**src/rtl/blink_rate_decoder_pkg.sv**
```systemverilog
// Shared definitions for the LED blinker and its receive-side rate decoder:
// rate select codes, default half-period constants and decoder FSM states.
package blink_rate_decoder_pkg;

    // 2-bit rate select codes, {s1,s2} convention shared with the blinker
    localparam logic [1:0] RATE_100 = 2'b00;
    localparam logic [1:0] RATE_50  = 2'b01;
    localparam logic [1:0] RATE_10  = 2'b10;
    localparam logic [1:0] RATE_1   = 2'b11;

    // Default half-periods in clock cycles, one source for both ends of the link
    localparam int DEF_CT_100 = 125;
    localparam int DEF_CT_50  = 250;
    localparam int DEF_CT_10  = 1250;
    localparam int DEF_CT_1   = 12500;
    localparam int DEF_TOL    = 8;

    // Decoder lock state
    typedef enum logic [1:0] {
        ST_IDLE    = 2'b00,
        ST_ACQUIRE = 2'b01,
        ST_LOCKED  = 2'b10
    } brd_state_t;

endpackage

```
**src/rtl/blink_rate_decoder_sync_edge_detect.sv**
```systemverilog
// Brings an asynchronous board input into the clock domain with a 2-flop
// synchronizer, delays it one more cycle and flags every transition
// (rising or falling) as a one-cycle pulse.
module blink_rate_decoder_sync_edge_detect (
    input  logic clk,
    input  logic rst,
    input  logic din,
    output logic edge_det
);

    logic meta_p0;
    logic sync_p1;
    logic dly_p2;

    // Synchronizer pair followed by the delay flop used for edge comparison
    always_ff @(posedge clk or posedge rst) begin
        if (rst) begin
            meta_p0 <= 1'b0;
            sync_p1 <= 1'b0;
            dly_p2  <= 1'b0;
        end else begin
            meta_p0 <= din;
            sync_p1 <= meta_p0;
            dly_p2  <= sync_p1;
        end
    end

    assign edge_det = sync_p1 ^ dly_p2;

endmodule

```
**src/rtl/blink_rate_decoder.sv**
```systemverilog
// Measures the half-period of an incoming blink square wave, classifies it
// into one of the four blinker rates and locks onto it after LOCK_N
// consecutive matching measurements. A constant input times out to IDLE.
module blink_rate_decoder
    import blink_rate_decoder_pkg::*;
#(
    parameter int CT_100 = DEF_CT_100,
    parameter int CT_50  = DEF_CT_50,
    parameter int CT_10  = DEF_CT_10,
    parameter int CT_1   = DEF_CT_1,
    parameter int TOL    = DEF_TOL,
    parameter int LOCK_N = 2,
    parameter int CNT_W  = 15
) (
    input  logic             i_clck,
    input  logic             i_rst,
    input  logic             i_blink,
    output logic [1:0]       o_rate,
    output logic             o_valid,
    output logic             o_timeout,
    output logic [CNT_W-1:0] o_period
);

    localparam int               TMO        = CT_1 + TOL + 1;
    localparam logic [CNT_W-1:0] CNT_TMO    = CNT_W'(TMO);
    localparam logic [CNT_W-1:0] CNT_TMO_M1 = CNT_W'(TMO - 1);
    // One spare count of headroom so mc never wraps while acquiring
    localparam int               MC_W       = $clog2(LOCK_N + 2);
    localparam logic [MC_W-1:0]  MC_LOCK    = MC_W'(LOCK_N);

    // Cycle counter increment that parks at the timeout value
    function automatic logic [CNT_W-1:0] sat_inc(input logic [CNT_W-1:0] v);
        if (v >= CNT_TMO) return CNT_TMO;
        return v + CNT_W'(1);
    endfunction

    // True when measurement m lies within +/-TOL of nominal half-period ct
    function automatic logic near(input logic [CNT_W-1:0] m, input int ct);
        logic signed [31:0] d;
        d = $signed(32'(m)) - ct;
        return (d <= TOL) && (d >= -TOL);
    endfunction

    logic             edge_det;
    logic [CNT_W-1:0] cnt;
    logic             m_hit;
    logic [1:0]       m_code;
    brd_state_t       state;
    logic [1:0]       cand;
    logic [MC_W-1:0]  mc;
    logic [1:0]       cand_nxt;
    logic [MC_W-1:0]  mc_nxt;

    blink_rate_decoder_sync_edge_detect u_sync_edge_detect (
        .clk      (i_clck),
        .rst      (i_rst),
        .din      (i_blink),
        .edge_det (edge_det)
    );

    // Cycles since the last edge; the value on an edge cycle is the measurement
    always_ff @(posedge i_clck or posedge i_rst) begin
        if (i_rst)         cnt <= '0;
        else if (edge_det) cnt <= CNT_W'(1);
        else               cnt <= sat_inc(cnt);
    end

    // Latch every measurement for status/self-test visibility
    always_ff @(posedge i_clck or posedge i_rst) begin
        if (i_rst)         o_period <= '0;
        else if (edge_det) o_period <= cnt;
    end

    // Classify the current count against the four rate windows
    always_comb begin
        m_hit  = 1'b1;
        m_code = RATE_100;
        if (near(cnt, CT_100))     m_code = RATE_100;
        else if (near(cnt, CT_50)) m_code = RATE_50;
        else if (near(cnt, CT_10)) m_code = RATE_10;
        else if (near(cnt, CT_1))  m_code = RATE_1;
        else                       m_hit  = 1'b0;
    end

    // Candidate/match-count update applied on an edge while acquiring
    always_comb begin
        cand_nxt = cand;
        mc_nxt   = mc;
        if (m_hit) begin
            if (mc != '0 && m_code == cand) begin
                mc_nxt = mc + MC_W'(1);
            end else begin
                cand_nxt = m_code;
                mc_nxt   = MC_W'(1);
            end
        end else begin
            mc_nxt = '0;
        end
    end

    // Lock FSM with registered rate/valid/timeout outputs
    always_ff @(posedge i_clck or posedge i_rst) begin
        if (i_rst) begin
            state     <= ST_IDLE;
            cand      <= RATE_100;
            mc        <= '0;
            o_rate    <= RATE_100;
            o_valid   <= 1'b0;
            o_timeout <= 1'b0;
        end else begin
            o_timeout <= 1'b0;
            case (state)
                ST_IDLE: begin
                    // First edge only sets the reference point
                    if (edge_det) begin
                        state <= ST_ACQUIRE;
                        mc    <= '0;
                    end
                end
                ST_ACQUIRE: begin
                    if (edge_det) begin
                        cand <= cand_nxt;
                        if (mc_nxt >= MC_LOCK) begin
                            state   <= ST_LOCKED;
                            o_rate  <= cand_nxt;
                            o_valid <= 1'b1;
                            mc      <= '0;
                        end else begin
                            mc <= mc_nxt;
                        end
                    end else if (cnt == CNT_TMO_M1) begin
                        state     <= ST_IDLE;
                        mc        <= '0;
                        o_valid   <= 1'b0;
                        o_timeout <= 1'b1;
                    end
                end
                ST_LOCKED: begin
                    if (edge_det) begin
                        if (!(m_hit && m_code == o_rate)) begin
                            state   <= ST_ACQUIRE;
                            o_valid <= 1'b0;
                            if (m_hit) begin
                                cand <= m_code;
                                mc   <= MC_W'(1);
                            end else begin
                                mc <= '0;
                            end
                        end
                    end else if (cnt == CNT_TMO_M1) begin
                        state     <= ST_IDLE;
                        mc        <= '0;
                        o_valid   <= 1'b0;
                        o_timeout <= 1'b1;
                    end
                end
                default: state <= ST_IDLE;
            endcase
        end
    end

endmodule

```
**config.mk**
```make
export PLATFORM = sky130hd
export DESIGN_NAME = blink_rate_decoder
export DESIGN_NICKNAME = d
export VERILOG_FILES = /design/src/rtl/blink_rate_decoder_pkg.sv /design/src/rtl/blink_rate_decoder_sync_edge_detect.sv /design/src/rtl/blink_rate_decoder.sv
export SDC_FILE = /design/constraint.sdc
export NUM_CORES = 1
export LEC_CHECK = 0
export ABC_AREA = 1
export CAP_MARGIN = 20
export CORE_MARGIN = 5
export CORE_UTILIZATION = 40
export DETAILED_ROUTE_END_ITERATION = 7
export PLACE_DENSITY_LB_ADDON = 0.3
export SLEW_MARGIN = 40
export SYNTH_ARGS = -nofsm -noshare
export SYNTH_HDL_FRONTEND = slang
export SYNTH_SLANG_ARGS = --single-unit
```
**constraint.sdc**
```tcl
create_clock -name i_clck -period 7.1 [get_ports i_clck]
set_input_delay 0.71 -clock i_clck [delete_from_list [all_inputs] [get_ports i_clck]]
set_output_delay 0.71 -clock i_clck [all_outputs]
set_load 0.03 [all_outputs]
```
# Word level (Yosys, flattened, before mapping)

Index checks and enable logic that the tools add are counted.

Order comparisons: 10
Add/subtract/negate cells: 6
Eq/ne operators: 12
Reductions and logical operators: 16
Multiplexer cells: 46
Bitwise logic cells: 1

Operators by type and width:

| operator                                                        | count |
|---|---|
| >= comparator 16 x 4 -> 1 bit, second input constant            | 4 |
| less-or-equal comparator 16 x 5 -> 1 bit, second input constant | 4 |
| 2-to-1 mux 2 bit                                                | 24 |
| 2-to-1 mux 15 bit                                               | 3 |
| subtractor 15 x 11 -> 16 bit, second input constant             | 1 |
| subtractor 15 x 14 -> 16 bit, second input constant             | 1 |
| subtractor 15 x 7 -> 16 bit, second input constant              | 1 |
| subtractor 15 x 8 -> 16 bit, second input constant              | 1 |
| adder 15 x 1 -> 15 bit, second input constant                   | 1 |
| equality test 15 x 14 -> 1 bit, second input constant           | 1 |
| >= comparator 15 x 14 -> 1 bit, second input constant           | 1 |
| 2-to-1 mux 1 bit                                                | 15 |
| one-hot mux 2 bit (3 select lines)                              | 2 |
| AND reduction 3 bit                                             | 4 |
| != test 2 bit, second input constant                            | 5 |
| logical AND 1 bit                                               | 6 |
| != test 3 bit, second input constant                            | 2 |
| AND reduction 5 bit                                             | 1 |
| equality test 2 bit                                             | 2 |
| one-hot mux 2 bit (2 select lines)                              | 1 |
| nonzero test 2 bit                                              | 2 |
| nonzero test 3 bit                                              | 1 |
| adder 2 x 1 -> 2 bit, second input constant                     | 1 |
| equality test 2 x 1 -> 1 bit, second input constant             | 1 |
| 6 further kinds                                                 | 6 |

Flip-flop bits (word level): 43
Logic and storage cells: 102

# Depth between registers and ports, before layout

Depth in word-level cells: 15
Gate-level depth with buffers: 23
Mapped depth without buffers: 23

# Hierarchy

Synthesis repeated with hierarchy kept, for this count alone.

Cells, all modules: 708
Area, all modules: 4274.1 um^2

Modules (own cells, without submodules):

| module                              | sequential area each (um^2) | times used | cells an instance | area an instance (um^2) |
|---|---|---|---|---|
| blink_rate_decoder                  | 1001.0                      | 1          | 699               | 4176.5 |
| blink_rate_decoder_sync_edge_detect | 75.1                        | 1          | 9                 | 97.6 |

# Worst setup path after synthesis

OpenSTA, ideal clock, no wires.

Path kind: register to register
Start: reg cnt[2]
End: reg o_valid
Cell stages (with the launch flop): 19
Setup slack: 4653 ps
Required time: 6982 ps
Path buffers: 0
Clock period less this slack: 2447 ps
Arrival time: 2329 ps
Cells stage by stage: dfrtp_1 > inv_1 > ha_1 > inv_1 > nand2_1 > nand2_1 > inv_2 > nand2_1 > nor3_2 > nand3b_1 > nor2_2 > nor2_4 > and2_4 > a21oi_4 > nand3_2 > nand2_2 > nand2_1 > nand2_1 > nand2_1

Cells in the longest elaborated chain, start to end: 14

RTL lines:

| what                                                                                             | line                      | text |
|---|---|---|
| start: declaration                                                                               | blink_rate_decoder.sv:45  | `logic [CNT_W-1:0] cnt;` |
| start signal: assignment                                                                         | blink_rate_decoder.sv:65  | `else cnt <= sat_inc(cnt);` |
| subtractor 15 x 14 -> 16 bit                                                                     | blink_rate_decoder.sv:40  | `d = $signed(32'(m)) - ct;` |
| less-or-equal comparator 16 x 5 -> 1 bit / >= comparator 16 x 4 -> 1 bit (equally long branches) | blink_rate_decoder.sv:41  | `return (d <= TOL) && (d >= -TOL);` |
| logical AND 1 bit                                                                                | blink_rate_decoder.sv:41  |  |
| 2-to-1 mux 2 bit                                                                                 | blink_rate_decoder.sv:81  | `else if (near(cnt, CT_1)) m_code = RATE_1;` |
| 2-to-1 mux 2 bit                                                                                 | blink_rate_decoder.sv:80  | `else if (near(cnt, CT_10)) m_code = RATE_10;` |
| 2-to-1 mux 2 bit                                                                                 | blink_rate_decoder.sv:79  | `else if (near(cnt, CT_50)) m_code = RATE_50;` |
| 2-to-1 mux 2 bit                                                                                 | blink_rate_decoder.sv:78  | `if (near(cnt, CT_100)) m_code = RATE_100;` |
| equality test 2 bit                                                                              | blink_rate_decoder.sv:90  | `if (mc != '0 && m_code == cand) begin` |
| logical AND 1 bit                                                                                | blink_rate_decoder.sv:90  |  |
| 2-to-1 mux 2 bit                                                                                 | blink_rate_decoder.sv:90  |  |
| 2-to-1 mux 2 bit                                                                                 | blink_rate_decoder.sv:89  | `if (m_hit) begin` |
| >= comparator 2 bit                                                                              | blink_rate_decoder.sv:123 | `if (mc_nxt >= MC_LOCK) begin` |
| != test 3 bit (no line)                                                                          | n/a                       |  |
| AND reduction 3 bit (no line)                                                                    | n/a                       |  |
| end signal: assignment                                                                           | blink_rate_decoder.sv:108 | `o_valid <= 1'b0;` |
| end signal: assignment                                                                           | blink_rate_decoder.sv:126 | `o_valid <= 1'b1;` |
| end signal: assignment                                                                           | blink_rate_decoder.sv:134 | `o_valid <= 1'b0;` |
| end: declaration                                                                                 | blink_rate_decoder.sv:19  | `output logic o_valid,` |

Parallel ways exist; a longest one is shown, timed or not.
A chain may end at the register's enable or synchronous reset.

# Final worst setup path

Start: reg cnt[1]
End: reg state[0]

Cells in the longest elaborated chain, start to end: 14

RTL lines:

| what                                                                                             | line                      | text |
|---|---|---|
| subtractor 15 x 14 -> 16 bit                                                                     | blink_rate_decoder.sv:40  |  |
| less-or-equal comparator 16 x 5 -> 1 bit / >= comparator 16 x 4 -> 1 bit (equally long branches) | blink_rate_decoder.sv:41  |  |
| logical AND 1 bit                                                                                | blink_rate_decoder.sv:41  |  |
| 2-to-1 mux 2 bit                                                                                 | blink_rate_decoder.sv:81  |  |
| 2-to-1 mux 2 bit                                                                                 | blink_rate_decoder.sv:80  |  |
| 2-to-1 mux 2 bit                                                                                 | blink_rate_decoder.sv:79  |  |
| 2-to-1 mux 2 bit                                                                                 | blink_rate_decoder.sv:78  |  |
| equality test 2 bit                                                                              | blink_rate_decoder.sv:90  |  |
| logical AND 1 bit                                                                                | blink_rate_decoder.sv:90  |  |
| 2-to-1 mux 2 bit                                                                                 | blink_rate_decoder.sv:90  |  |
| 2-to-1 mux 2 bit                                                                                 | blink_rate_decoder.sv:89  |  |
| >= comparator 2 bit                                                                              | blink_rate_decoder.sv:123 |  |
| != test 3 bit (no line)                                                                          | n/a                       |  |
| AND reduction 3 bit (no line)                                                                    | n/a                       |  |
| end signal: assignment                                                                           | blink_rate_decoder.sv:104 | `state <= ST_IDLE;` |
| end signal: assignment                                                                           | blink_rate_decoder.sv:124 | `state <= ST_LOCKED;` |
| end signal: assignment                                                                           | blink_rate_decoder.sv:132 | `state <= ST_IDLE;` |
| end: declaration                                                                                 | blink_rate_decoder.sv:48  | `brd_state_t state;` |

Parallel ways exist; a longest one is shown, timed or not.

==> results.md <==
* Status: completed
* Max clock buf depth at 2
* Maximum clock rate at about 0.33 GHz
* CP max FO at 8
* Switching fraction of total power at 39.75%
* Post-CTS Resized at 0
* Flop pwr share at about 37%
* Worst R2R Path Depth at 18
* GR Util All Layers at between 10% and 20%
* Die height at 112.6 microns
* Post-synth EDFFs at 0
* Final Setup Violations at 0
* Worst path max stage delay at 0.50 ns
* Hold_buf cts at 0
* Register area share after synthesis at 25.53%
* Fin crit share at 42.61%
* Asr flop ratio synth at 100.0%
* Clock power share at about 25%
* Number of distinct library cells after synthesis at 37
* Peak supply drop at 0.1749 mV
* H-tree depth at 2
* Critical path, cell by cell: inv_1 > ha_1 > inv_1 > nand2_1 > nand2_1 > inv_2 > nand2_1 > nor3_2 > nand3b_1 > nor2_2 > nor2_4 > and2_4 > a21oi_4 > nand3_2 > nand2_2 > nand2_2 > nand2_1 > nand2_1
* Max-slew violation count at 0
* Area leader, netlist: dfrtp_1
* Layout Cell Area excl Fill at between 0.004 and 0.005 sq mm
* WL/cell at 14.45 microns
* Clock sinks at 43
* Boundary pin count at 22
* Worst-path clk slew at roughly 0.08 ns
* Crit path time final at 3.026 ns
* Number of diodes at 0
* Synthesized instance count at 668
* Largest net degree at the start of global routing at 44
* Core Util, Final at around 45%
* Mean Syn Cell Area at 6.308 sq um
* Via count of the first global-routing pass at 4,246
* Clock Latency Late Sink at about 0.30 ns
* Synthesized area at 0.004214 sq mm
* Warnings from Yosys at 0
* Predominant post-synthesis flop cell: dfrtp_1
* Drt total wl at between 10 and 15 mm
* Crit Path Class: reg2reg
* Worst slew pin tran at ~0.56 ns
* CTS tree: done
* Area share of the largest cell type after synthesis at 25.53%
* Vias post-DR at 4,319
* Die footprint at ~0.013 sq mm
* Synth Net Count at 689
* Buf/Inv on CP at 3
* Hold path cells at 0
* Int Pwr at 487.3 uW
* Top cells by count, synth: nand2_1, nor2_1, nand3_1
* Cell row count at 37
* First-pass GRT wire length at 20.07 mm
* Psw at 321.5 uW
* DRT Pass-1 Iters at 5
* WP data required at 7.30 ns
* GRT overflow at 0
* Worst min path class: reg2reg
* Die width at roughly 110 microns
* Share of power burned in combinational logic at 37.6%
* Yosys reg bits at 43
* Share of cells above drive strength 1 at a little over a tenth
* Area Growth Syn to Fin at 9.798%
* Dpl hpwl at 9.266 mm
* Post-CTS setup buffers at 0
* Leak at 0.002437 uW
* Worst reg2reg setup slack at 4.07 ns
* Reg-to-reg endpoint: state[0]
* Total power at a little over 800 uW
* Root Buffer: clkbuf_8
* Worst Path Arrival at 3.22 ns
* Synth top area cells: dfrtp_1, nand2_1, nand3_1
* CP max stage cell: dfrtp_1
* Starting Density at 40.82%
* CP top delay family: simple AND/OR/NAND/NOR gates
* Post-layout nets at 703
* Setup_tns at 0 ns
* Vias/cell at 5.274
* Final Hold Fails at 0
* Max-Cap Viols at 0
* Unrepaired setup endpoints after global routing: no
* Crit-path most repeated cell: nand2_1
* Headroom to the max-slew limit at 62.63%
* PD cells at 174.8 mW/mm^2
* Crit. End Element: register
* DR iter-0 viols at 328
* Gpl congestion at 0.9637
* Hold wc startpoint: u_sync_edge_detect.meta_p0
* PortBufs at 21
* Most numerous cell in the Yosys netlist: nand2_1
* R2r startpoint: cnt[1]
* Total core area at slightly above 0.01 sq mm
* Initial antenna violation count at 0
* DRC Markers at 0
* Number of routed nets with antenna violations at 0
* Total CTS buffers at 5
* Min-Delay Endpoint: u_sync_edge_detect.sync_p1
* Placed cell area at 0.004509 sq mm
* Clock skew at 0.005984 ns
* Startpoint types: register
==> state kept, by name, indices dropped and copies added, names as in the netlist <==
signal	count
o_rate	2
u_sync_edge_detect.sync_p1	1
u_sync_edge_detect.dly_p2	1
o_period	15
cnt	15
mc	2
o_timeout	1
cand	2
u_sync_edge_detect.meta_p0	1
state	2
o_valid	1
==> power by group through the flow <==
stage | clock [uW] | combinational, uW | sequential [uW]
6_report | 203 | 304 | 302
3_5_place_dp | 0 | 301 | 306
3_3_place_gp | 0 | 297 | 305
5_1_grt | 221 | 345 | 306
4_1_cts | 209 | 304 | 301
2_1_floorplan | 0 | 217 | 312
==> kinds of logic after synthesis <==
kind of cell / after synthesis / synth area share, %
AO/OA/AOI/OAI: 41 / 5.167
flip-flops: 43 / 25.53
other: 1 / 0.08899
buffers and inverters: 93 / 9.382
AND/OR/NAND/NOR: 453 / 50.53
adder cells (fa/ha/maj): 18 / 5.345
XOR/XNOR: 19 / 3.949
==> stage by stage <==
step,hold WS [ns],worst slack [ns],std cells
2_1_floorplan,0.3312,4.653,668
3_3_place_gp,0.3645,4.109,811
3_5_place_dp,0.3517,4.110,811
4_1_cts,0.3773,4.085,819
5_1_grt,0.3885,3.827,819
6_report,0.3722,4.074,819
==> layer usage <==
| metal | global-route usage (%) | vias to the layer above | share of wire (%) |
|---|---|---|---|
| met3 | 2.102 | 26 | 5.9 |
| met2 | 31.48 | 139 | 46 |
| met4 | 6.811 | 0 | 2.5 |
| met5 | 0 | - | 0 |
| li1 | - | 2149 | - |
| met1 | 25.81 | 2005 | 46 |
==> layout make-up <==
class,count,area [sq um]
fill,1057,5697
multi-input combinational,532,2743
sequential,43,1076
inverter,77,295.3
timing repair buffer,23,225.2
tap,136,170.2
clock buffer,6,82.58
clock inverter,2,35.03
==> placed cells by master (no fill, tap or decap), drive strengths merged <==
cell type / count
a21oi: 12
a31oi: 1
and2: 1
and3: 1
buf: 2
bufinv: 1
clkbuf: 6
clkdlybuf4s50: 21
clkinv: 4
conb: 1
dfrtp: 43
ha: 18
inv: 74
nand2: 238
nand3: 83
nand3b: 6
nand4: 19
nor2: 94
nor3: 9
nor4: 1
o21ai: 28
or2: 1
xor2: 19
==> worst max path at each step <==
stage / from / to / slack (ns) / cells after the start
CTS: cnt[1] / state[0] / 4.09 / 18
global route: cnt[1] / state[1] / 3.83 / 20
detailed placement: cnt[1] / o_valid / 4.11 / 18
global placement: cnt[2] / o_valid / 4.11 / 18
finish: cnt[1] / state[0] / 4.07 / 18
floorplan: cnt[2] / o_valid / 4.65 / 18
(Power assumes the default switching activity.)
==> patch (same settings) <==
Set the parameter `LOCK_N` to 4 (it was 2).
--- a/src/rtl/blink_rate_decoder.sv
+++ b/src/rtl/blink_rate_decoder.sv
@@ -9,7 +9,7 @@
     parameter int CT_10  = DEF_CT_10,
     parameter int CT_1   = DEF_CT_1,
     parameter int TOL    = DEF_TOL,
-    parameter int LOCK_N = 2,
+    parameter int LOCK_N = 4,
     parameter int CNT_W  = 15
 ) (
     input  logic             i_clck,
Formal check against the unedited RTL: no difference found for any inputs over 10 cycles, from zero or initial values and one cycle with i_rst high; that may be too few to reach the edited logic, so the function may still have changed.
==> patch against the original RTL <==
  * Power decreased by 2.0%
  * Sequential cell count increased by 1
  * Synthesized cell count decreased by 2.1%
  * Synthesized area decreased by 1.4%
  * Worst hold slack got worse by 17 ps
  * Via count decreased by 4.5%
  * First-iteration DRC count decreased by 7.6%
  * Combinational power increased by 4%
  * Largest power group unchanged
  * Worst setup slack got worse by 11 ps
  * Utilization decreased by 0.72 points
  * Highest routed layer unchanged
  * Wire length decreased by 3.8%
  * Non-clock buffer count decreased by 1
  * Cell area decreased by 2.5%
  * Critical path depth decreased by 1
==> patch: results (changes against the original RTL) <==
* Sequential Area at 1100 um^2 (+2.3%)
* Drt via density at 5.15 (-2.3%)
* Non-CTS buffers at 22 (-4.3%)
* Multi-input logic area at 2630 um^2 (-4.3%)
* Non-clock inverter count in the final layout at 80 (+3.9%)
* # clock sinks at 44 (+2.3%)
* Signal buffers share of area at 0.0483 (-0.000422)
* Multi-input gates at 511 (-3.9%)
* Tot Pwr at 793 uW (-2.0%)
* Reg2Reg Launch Point: cnt[2]
* Cells on worst reg2reg path at 17 (-1)
* Largest net degree at the start of global routing at 45 (+2.3%)
* Post-layout net count at 686 (-2.4%)
* Status: completed
* Most frequent cells after synthesis: 219 x nand2_1, 80 x nand3_1, 66 x inv_1
* Net Count, Synth at 676 (-1.9%)
* Met3 Use GR at 0.0255 (+0.00452)
* Vias in the first global route at 3942 (-7.2%)
* Global-route wire length before repair at 19400 um (-3.2%)
* RePlAce Congestion at 0.929 (-3.6%)
* CTS Buffer Depth at 2 (unchanged)
* Ys Warns at 0 (unchanged)
* Peak supply drop at 0.000101 V (-43%)
* Multi-input gate share of total cell area at 0.582 (-0.0109)
* Area share of xor/xnor cells in the synthesized design at 0.0355 (-0.00397)
* Clk_skew at 15.2 ps (+9.18 ps)
* Routed WL at 11400 um (-3.8%)
* Inst Count DP at 793 (-2.2%)
* Regs by FF count: cnt x15, o_period x15, mc x3
* Fraction of layout cells with a size suffix above 1 at 0.108 (-0.00154)
* Yosys cell types at 38 (+2.7%)
* DR vias at 4125 (-4.5%)
* Fill count at 1072 (+1.4%)
* Routing usage on met2 at 0.329 (+0.0142)
* Met2 wire len at 5690 um (+4.9%)
* Largest cells by area after synthesis: dfrtp_1 26%, nand2_1 20%, nand3_1 9.6%
* Metal3 WL at 721 um (+3.3%)
* Global Route Usage Sum at 0.188 (-0.00308)
* Mux share of post-synthesis cell area at 0 (unchanged)
* GR Util met1 at 0.245 (-0.0130)
* Hold WS at 356 ps (-16.6 ps)
* Relative slew slack at 0.565 (-0.0612)
* Syn Area/Cell at 6.36 um^2 (+0.75%)
* Placed cell area at 4420 um^2 (-2.0%)
* Reg2reg end: cand[1]
* Layout clock area frac at 0.0205 (-0.00490)
* DRT iter0 DRCs at 303 (-7.6%)
* HPWL after DPL at 8860 um (-4.4%)
* Pre-CTS setup slack at 4110 ps (-3.65 ps)
* M1 WL at 4820 um (-11%)
==> patch: cell types whose count changed after synthesis, moves of 3 or more <==
cell	before	now
nand3_1	74	80
nand2_2	16	13
a31oi_1	1	4
xor2_1	19	14
a21oi_1	11	4
nand4_1	19	11
nor2_1	78	65
o21ai_0	24	29
inv_1	62	66
nand3b_1	5	0
nor2_4	4	9
==> patch: power breakdown <==
| group | switching, uW | internal (uW) | leakage [uW] | total, uW |
|---|---|---|---|---|
| registers | 34.1 | 275 | 0.000574 | 309 |
| clock network | 91.7 | 77.9 | 0.0000510 | 170 |
| logic | 207 | 108 | 0.00173 | 315 |
==> patch: how the worst max path moves through the flow <==
stage,startpoint,endpoint,slack [ps],depth (start not counted)
2_1_floorplan,cnt[2],state[0],4630,21
3_3_place_gp,cnt[2],state[0],4150,20
3_5_place_dp,cnt[2],o_rate[1],4110,19
4_1_cts,cnt[2],o_rate[1],4090,19
5_1_grt,cnt[2],o_rate[1],3700,19
6_report,cnt[2],cand[1],4060,17
